### config.mk
export PLATFORM = sky130hd
export DESIGN_NAME = pal_device
export DESIGN_NICKNAME = d
export VERILOG_FILES = /design/src/rtl/pal_pkg.sv /design/src/rtl/pal_term.sv /design/src/rtl/pal_device.sv
export SDC_FILE = /design/constraint.sdc
export NUM_CORES = 1
export LEC_CHECK = 0
export ABC_AREA = 1
export CORE_MARGIN = 2
export CORE_UTILIZATION = 56
export CTS_BUF_LIST = sky130_fd_sc_hd__clkbuf_4
export CTS_CLUSTER_SIZE = 14
export DETAILED_ROUTE_END_ITERATION = 12
export PLACE_DENSITY = 0.77
export SYNTH_ARGS = -nofsm -noshare
export SYNTH_HDL_FRONTEND = slang
export SYNTH_HIERARCHICAL = 1
export SYNTH_SLANG_ARGS = --single-unit
### constraint.sdc
create_clock -name clk -period 4 [get_ports clk]
set_input_delay 0.8 -clock clk [delete_from_list [all_inputs] [get_ports clk]]
set_output_delay 0.8 -clock clk [all_outputs]
set_load 0.01 [all_outputs]
### src/rtl/pal_pkg.sv
// Shared sizes, default fuse map and mode-register bit positions for the PAL.
package pal_pkg;

  localparam int unsigned NUM_IN        = 4;
  localparam int unsigned NUM_OUT       = 2;
  localparam int unsigned TERMS_PER_OUT = 4;
  localparam int unsigned FUSE_W        = 2 * NUM_IN;
  localparam int unsigned NUM_TERMS     = NUM_OUT * TERMS_PER_OUT;
  localparam int unsigned ADDR_W        = $clog2(NUM_TERMS);

  // Mode register: [1:0] registered-mode per output, [3:2] invert per output.
  localparam int unsigned MODE_W        = 2 * NUM_OUT;
  localparam int unsigned MODE_REG_LSB  = 0;
  localparam int unsigned MODE_INV_LSB  = NUM_OUT;

  typedef logic [FUSE_W-1:0] fuse_row_t;

  // Output 0 = (in0&in1)|(in2&in3); output 1 = in0 ^ in1.
  localparam fuse_row_t DEFAULT_FUSES [NUM_TERMS] = '{
    8'h05, 8'h50, 8'h00, 8'h00,
    8'h09, 8'h06, 8'h00, 8'h00
  };

endpackage : pal_pkg

### src/rtl/pal_term.sv
// One PAL product term: AND of the literals selected by its fuse row.
module pal_term
  import pal_pkg::*;
(
  input  logic [NUM_IN-1:0] in_i,
  input  logic [FUSE_W-1:0] fuse_i,
  output logic              term_o
);

  logic [NUM_IN-1:0] lit_ok;

  // A literal pair passes unless a connected polarity disagrees with the input;
  // connecting both polarities therefore always fails the pair.
  for (genvar i = 0; i < NUM_IN; i++) begin : g_lit
    assign lit_ok[i] = (~fuse_i[2*i]   |  in_i[i]) &
                       (~fuse_i[2*i+1] | ~in_i[i]);
  end

  // An unprogrammed (all-clear) row is forced to 0 rather than the empty AND.
  always_comb begin
    term_o = (&lit_ok) & (|fuse_i);
  end

endmodule : pal_term

### src/rtl/pal_device.sv
// Small programmable array logic device: 8 fuse-programmable product terms,
// two OR outputs with optional inversion and optional output register.
module pal_device
  import pal_pkg::*;
(
  input  logic               clk,
  input  logic               rst,
  input  logic [NUM_IN-1:0]  inputs,
  output logic [NUM_OUT-1:0] outputs,
  input  logic               cfg_we,
  input  logic [ADDR_W-1:0]  cfg_addr,
  input  logic [FUSE_W-1:0]  cfg_data,
  input  logic               mode_we,
  input  logic [MODE_W-1:0]  mode_data
);

  fuse_row_t          fuse_q [NUM_TERMS];
  fuse_row_t          fuse_d [NUM_TERMS];
  logic [MODE_W-1:0]  mode_q, mode_d;
  logic [NUM_OUT-1:0] out_q, out_d;

  logic [NUM_TERMS-1:0] term;
  logic [NUM_OUT-1:0]   sum;
  logic [NUM_OUT-1:0]   pre;
  logic [NUM_OUT-1:0]   registered;
  logic [NUM_OUT-1:0]   invert;

  // Product-term array.
  for (genvar t = 0; t < NUM_TERMS; t++) begin : g_term
    pal_term u_term (
      .in_i   (inputs),
      .fuse_i (fuse_q[t]),
      .term_o (term[t])
    );
  end

  assign registered = mode_q[MODE_REG_LSB +: NUM_OUT];
  assign invert     = mode_q[MODE_INV_LSB +: NUM_OUT];

  // OR each output's terms, then apply optional inversion.
  always_comb begin
    sum = '0;
    for (int o = 0; o < NUM_OUT; o++) begin
      sum[o] = |term[o*TERMS_PER_OUT +: TERMS_PER_OUT];
    end
    pre = sum ^ invert;
  end

  // Next-state for fuse rows, mode register and output flops.
  always_comb begin
    for (int t = 0; t < NUM_TERMS; t++) begin
      fuse_d[t] = fuse_q[t];
    end
    mode_d = mode_q;
    out_d  = pre;
    if (cfg_we) begin
      fuse_d[cfg_addr] = cfg_data;
    end
    if (mode_we) begin
      mode_d = mode_data;
    end
  end

  // Configuration and output registers; reset restores the default map.
  always_ff @(posedge clk or posedge rst) begin
    if (rst) begin
      for (int t = 0; t < NUM_TERMS; t++) begin
        fuse_q[t] <= DEFAULT_FUSES[t];
      end
      mode_q <= '0;
      out_q  <= '0;
    end else begin
      for (int t = 0; t < NUM_TERMS; t++) begin
        fuse_q[t] <= fuse_d[t];
      end
      mode_q <= mode_d;
      out_q  <= out_d;
    end
  end

  // Per-output select between combinational and registered path.
  always_comb begin
    outputs = (registered & out_q) | (~registered & pre);
  end

endmodule : pal_device

==> summary.md <==
| Metric | Value |
|---|---|
| Worst R2R Start | `fuse_q[27]` |
| Slowest stage delay, CP | `0.53 ns` |
| Worst Path Arrival | `2.84 ns` |
| Worst Hold Class | `reg -> reg` |
| Detailed Route WL | `7.696 mm` |
| Hold_buf cts | `0` |
| Rel. slew slack | `0.4259` |
| Syn_area_per_cell | `7.126 um^2` |
| Tmin final | `3.640 ns` |
| Pre-CTS setup slack | `0.3914 ns` |
| GP Congestion | `0.8286` |
| CP required | `3.20 ns` |
| Dpl hpwl | `5.386 mm` |
| Synth top area share | `0.4480` |
| Lkg Pwr | `2.099 nW` |
| Most used cell, CP | `nand2_1` |
| Synth Warn # | `6` |
| H-tree depth | `3` |
| IO Pins | `25` |
| Worst setup margin | `0.3598 ns` |
| CP Launch Type | `primary input` |
| Maximum VDD drop | `0.2576 mV` |
| Pin count of the biggest net entering global routing | `42` |
| Core outline area | `0.005956 mm^2` |
| WS Path Type | `in -> out` |
| Ant. Diodes | `0` |
| Crit path capture | `outputs[1]` |
| Reg clk slew, reported paths | `0.11 ns` |
| Filler instances | `561` |
| Syn Nets | `509` |
| Fmax | `0.2747 GHz` |
| Outcome | `finished, final reports clean` |
| Commonest non-fill, non-tap cell in the layout | `nand2_1` |
| Total GRT Usage | `0.2539` |
| Nets@finish | `542` |
| Clock buffer depth | `2` |
| # resized after CTS | `0` |
| Unrepaired setup endpoints after global routing | `false` |
| Initial Util | `0.5815` |
| Worst hold slack | `0.5100 ns` |
| CP Launch Point | `inputs[2]` |
| Pre-antenna DRT Iters | `5` |
| First-pass GRT wire length | `12.55 mm` |
| Inserted Clock Buffers | `9` |
| Critical path fanouts, max | `16` |
| # clock sinks | `70` |
| Synthesized cell area | `0.003463 mm^2` |
| Tcrit/Tclk final | `0.9100` |
| Wire per inst | `12.85 um` |
| Final setup viols | `0` |
| Synth area leaders | `dfrtp_1 45%, nand2_1 22%, o21ai_0 9.8%` |
| Setup bufs post-CTS | `0` |
| # DRC | `0` |
| Power Dens Cells | `452.6 mW/mm^2` |
| R2R Path End | `out_q[1]` |
| Final ANT Viol Nets | `0` |
| Max Clock Skew | `0.01174 ns` |
| Initial DRC count | `143` |
| CTS tree | `yes` |
| Crit-path slowest cell | `clkdlybuf4s50_1` |
| Final Hold Fails | `0` |
| Path depth of the worst reg2reg path | `9` |
| Die W | `82.64 um` |
| Max Cap Violations | `0` |
| Layout cells sized above 1 | `0.05916` |
| Setup tns final | `0 ns` |
| Routed vias | `3002` |
| Die area | `0.006829 mm^2` |
| Clk_lat worst skew | `0.41 ns` |
| Site Rows | `28` |
| Commonest non-fill, non-tap cells in the layout | `207 x nand2_1, 71 x nor2_1, 68 x o21ai_0` |
| Area growth, synth to finish | `12.14%` |
| Worst Path Buf+Inv | `4` |
| Sequential share of the synthesized area | `0.5087` |
| Vias/cell | `5.012` |
| CP Depth | `15` |
| Crit-path cells | `clkdlybuf4s50_1, buf_4, inv_1, nand2_1, nand2_1, nor2_1, nand2_1, nor2_1, nor2_1, nand2_1, nand2_1, nand2_1, nand2_1, nand2_1, clkdlybuf4s50_1` |
| CTS root buf | `clkbuf_4` |
| Initial antenna violation count | `0` |
| Unique masters post-synth | `13` |
| Die Span Y | `82.64 um` |
| Vias in the first global route | `2769` |
| Final Slew Violations | `0` |
| Worst-margin pin slew | `0.8598 ns` |
| Grt ovf | `0` |
| Crit path max-delay family | `buffers and inverters` |
| Synth area leader | `dfrtp_1` |
| Worst setup EP type | `output pin` |
| Synth Instances | `486` |
| Flop-to-flop setup slack | `2.71 ns` |
| #FFs+latches synth | `70` |
| I/O Buffers | `24` |
[power by group]
group	total, W	internal, W	switching (W)
sequential	0.000954	0.000853	0.000101
combinational	0.000414	0.000171	0.000243
clock	0.000390	0.000143	0.000246
[registers in the layout, indices dropped and copies added, names as in the netlist]
register	flops
fuse_q	64
mode_q	4
out_q	2
[synth_stat cells]
master,n
dfstp_2,8
buf_4,1
nand2_1,207
nand3_1,3
nor2_1,71
dfrtp_1,62
inv_1,57
nor2_2,1
nor3_4,1
o21ai_0,68
clkbuf_1,1
buf_6,4
buf_2,2
[worst min path at each step]
stage / startpoint / endpoint / slack [ns] / cells past startpoint
finish: fuse_q[52] / fuse_q[52] / 0.51 / 2
global route: fuse_q[54] / fuse_q[54] / 0.53 / 2
CTS: fuse_q[52] / fuse_q[52] / 0.51 / 2
detailed placement: fuse_q[52] / fuse_q[52] / 0.50 / 2
global placement: fuse_q[27] / fuse_q[27] / 0.48 / 2
floorplan: fuse_q[17] / fuse_q[17] / 0.47 / 2
[worst min-delay path, delay by kind of cell, from the launching register on]
kind	cells	cell delay (ns)
and+or+nand+nor	1	0.05
DFF	1	0.39
AOI/OAI and AO/OA	1	0.07
[layer usage]
| metal | routed length, um | global-route usage | part of all wire |
|---|---|---|---|
| met1 | 3493 | 0.3170 | 0.45 |
| met2 | 3672 | 0.4177 | 0.48 |
| met3 | 306 | 0.06739 | 0.040 |
| met4 | 224 | 0.1066 | 0.029 |
| met5 | 0 | 0 | 0 |
[logic make-up (layout without fill, tap and decap cells)]
family | Yosys count | count (layout) | share of synthesized area
DFF | 70 | 70 | 0.5087
buffers and inverters | 65 | 103 | 0.08093
and+or+nand+nor | 283 | 283 | 0.3121
AOI/OAI and AO/OA | 68 | 68 | 0.09827
[through the flow]
stage	area [um^2]	util	power, W	cells
after floorplan	3463	-	0.001231	486
after global placement	3776	0.6340	0.001360	583
after detailed placement	3776	0.6340	0.001381	583
after CTS	3884	0.6521	0.001771	599
after global routing	3884	0.6521	0.001894	599
final	3884	0.6521	0.001758	599
[area by class of cell]
| type | count | area [um^2] | share of cell area |
|---|---|---|---|
| sequential | 70 | 1762 | 0.4536 |
| multi-input combinational | 351 | 1421 | 0.3660 |
| timing repair buffer | 30 | 285.3 | 0.07345 |
| inverter | 57 | 214.0 | 0.05509 |
| tap | 75 | 93.84 | 0.02416 |
| clock buffer | 12 | 90.09 | 0.02320 |
| clock inverter | 4 | 17.52 | 0.004510 |
Power figures use the tool's default switching activity.
==> edit (config.mk and constraints unchanged) <==
Put a register stage on the output `outputs`. The value now appears one clock later.
--- a/src/rtl/pal_device.sv
+++ b/src/rtl/pal_device.sv
@@ -13,6 +13,8 @@
   input  logic               mode_we,
   input  logic [MODE_W-1:0]  mode_data
 );
+
+  logic [NUM_OUT-1:0] outputs_d;
 
   fuse_row_t          fuse_q [NUM_TERMS];
   fuse_row_t          fuse_d [NUM_TERMS];
@@ -80,7 +82,11 @@
 
   // Per-output select between combinational and registered path.
   always_comb begin
-    outputs = (registered & out_q) | (~registered & pre);
+    outputs_d = (registered & out_q) | (~registered & pre);
+  end
+
+  always_ff @(posedge clk) begin
+    outputs <= outputs_d;
   end
 
 endmodule : pal_device
Behaviour: not the same (a bounded check fails within 4 cycles, from zero or initial values and one cycle with rst high).
==> edit against the original RTL <==
First-iteration DRC count is 24% higher; routed wire length is 2.8% lower; synthesized cell count is 0.41% higher; total power is 4.4% higher; worst hold slack worse by 0.051 ns; clock skew is 0.0038 ns higher; register-to-register slack worse by 0.09 ns; sequential cell count is 2 higher; worst setup slack better by 1.5 ns; sequential share of layout area is 0.65 points higher; non-clock buffer count is 4 lower; global-route usage is 1.4 points lower; cell area is 0.84% higher; area after synthesis is 1.2% higher; critical endpoint is now outputs[1]; largest cell class unchanged.
==> edit: results <==
[placement]
dp_cells = 581
dp_hpwl_um = 5400
pre_cts_ws_ns = 1.48

[layout]
design.seq.count = 72
seqCellArea_mm2 = 0.00180
clock_area_frac = 0.0332
nNetsFinal = 540
buffer_area_frac = 0.0652
multi_input_area_share = 0.363

[pwr]
ir_drop_mv = 0.306
leakage_nw = 2.11

[critical_path]
cp.arrival_ns = 2.46
r2r-end = outputs[1]
r2r-start = fuse_q[18]
r2r_slack_ns = 2.62

[run_status]
status = finished, final reports clean

[sta]
skew_ns = 0.0155
worst_hold_slack_ns = 0.459
layout_min_cycle_time_ns = 2.16
worst_slew_pin_slew_ns = 0.988

[drt]
wl_met1_um = 3380
wl_met2_um = 3530
route.met3.wl_um = 268
routed_wl_um = 7480
drt_iter0_markers = 177

[global_route]
met1_usage = 0.300
grt_max_degree = 50
grt_util_met3 = 0.0338

[worst_hold_path]
worstHoldStart = out_q[1]
min_to = outputs[1]

[synth]
synth_cell_types = 14
syn-num-nets = 511
==> edit: worst max-delay path, stage by stage <==
cell             delay (ns)
clkdlybuf4s50_1        0.83
inv_1                  0.08
nand2_1                0.08
nand2_1                0.06
nor2_1                 0.12
nand2_1                0.06
nor2_1                 0.12
nor2_1                 0.07
nand3_1                0.06
nand2_1                0.07
nand2_1                0.06
nand2_1                0.04
==> edit: through the flow <==
step,total power [mW],instance area (µm²)
floorplan,1.26,3500
global placement,1.38,3790
detailed placement,1.40,3790
CTS,1.84,3920
global route,1.97,3920
finish,1.84,3920
==> edit: power breakdown <==
| part | switching (mW) | leakage (nW) | internal (mW) |
|---|---|---|---|
| clock | 0.247 | 0.0757 | 0.199 |
| combinational | 0.235 | 1.16 | 0.169 |
| sequential | 0.105 | 0.874 | 0.881 |
==> edit: logic make-up (layout without fill, tap and decap cells) <==
group,after synthesis,in the layout,synth area share
AND/OR/NAND/NOR,283,283,0.309
flip-flops,72,72,0.514
AO/OA/AOI/OAI,68,68,0.0971
buffers and inverters,65,99,0.0800
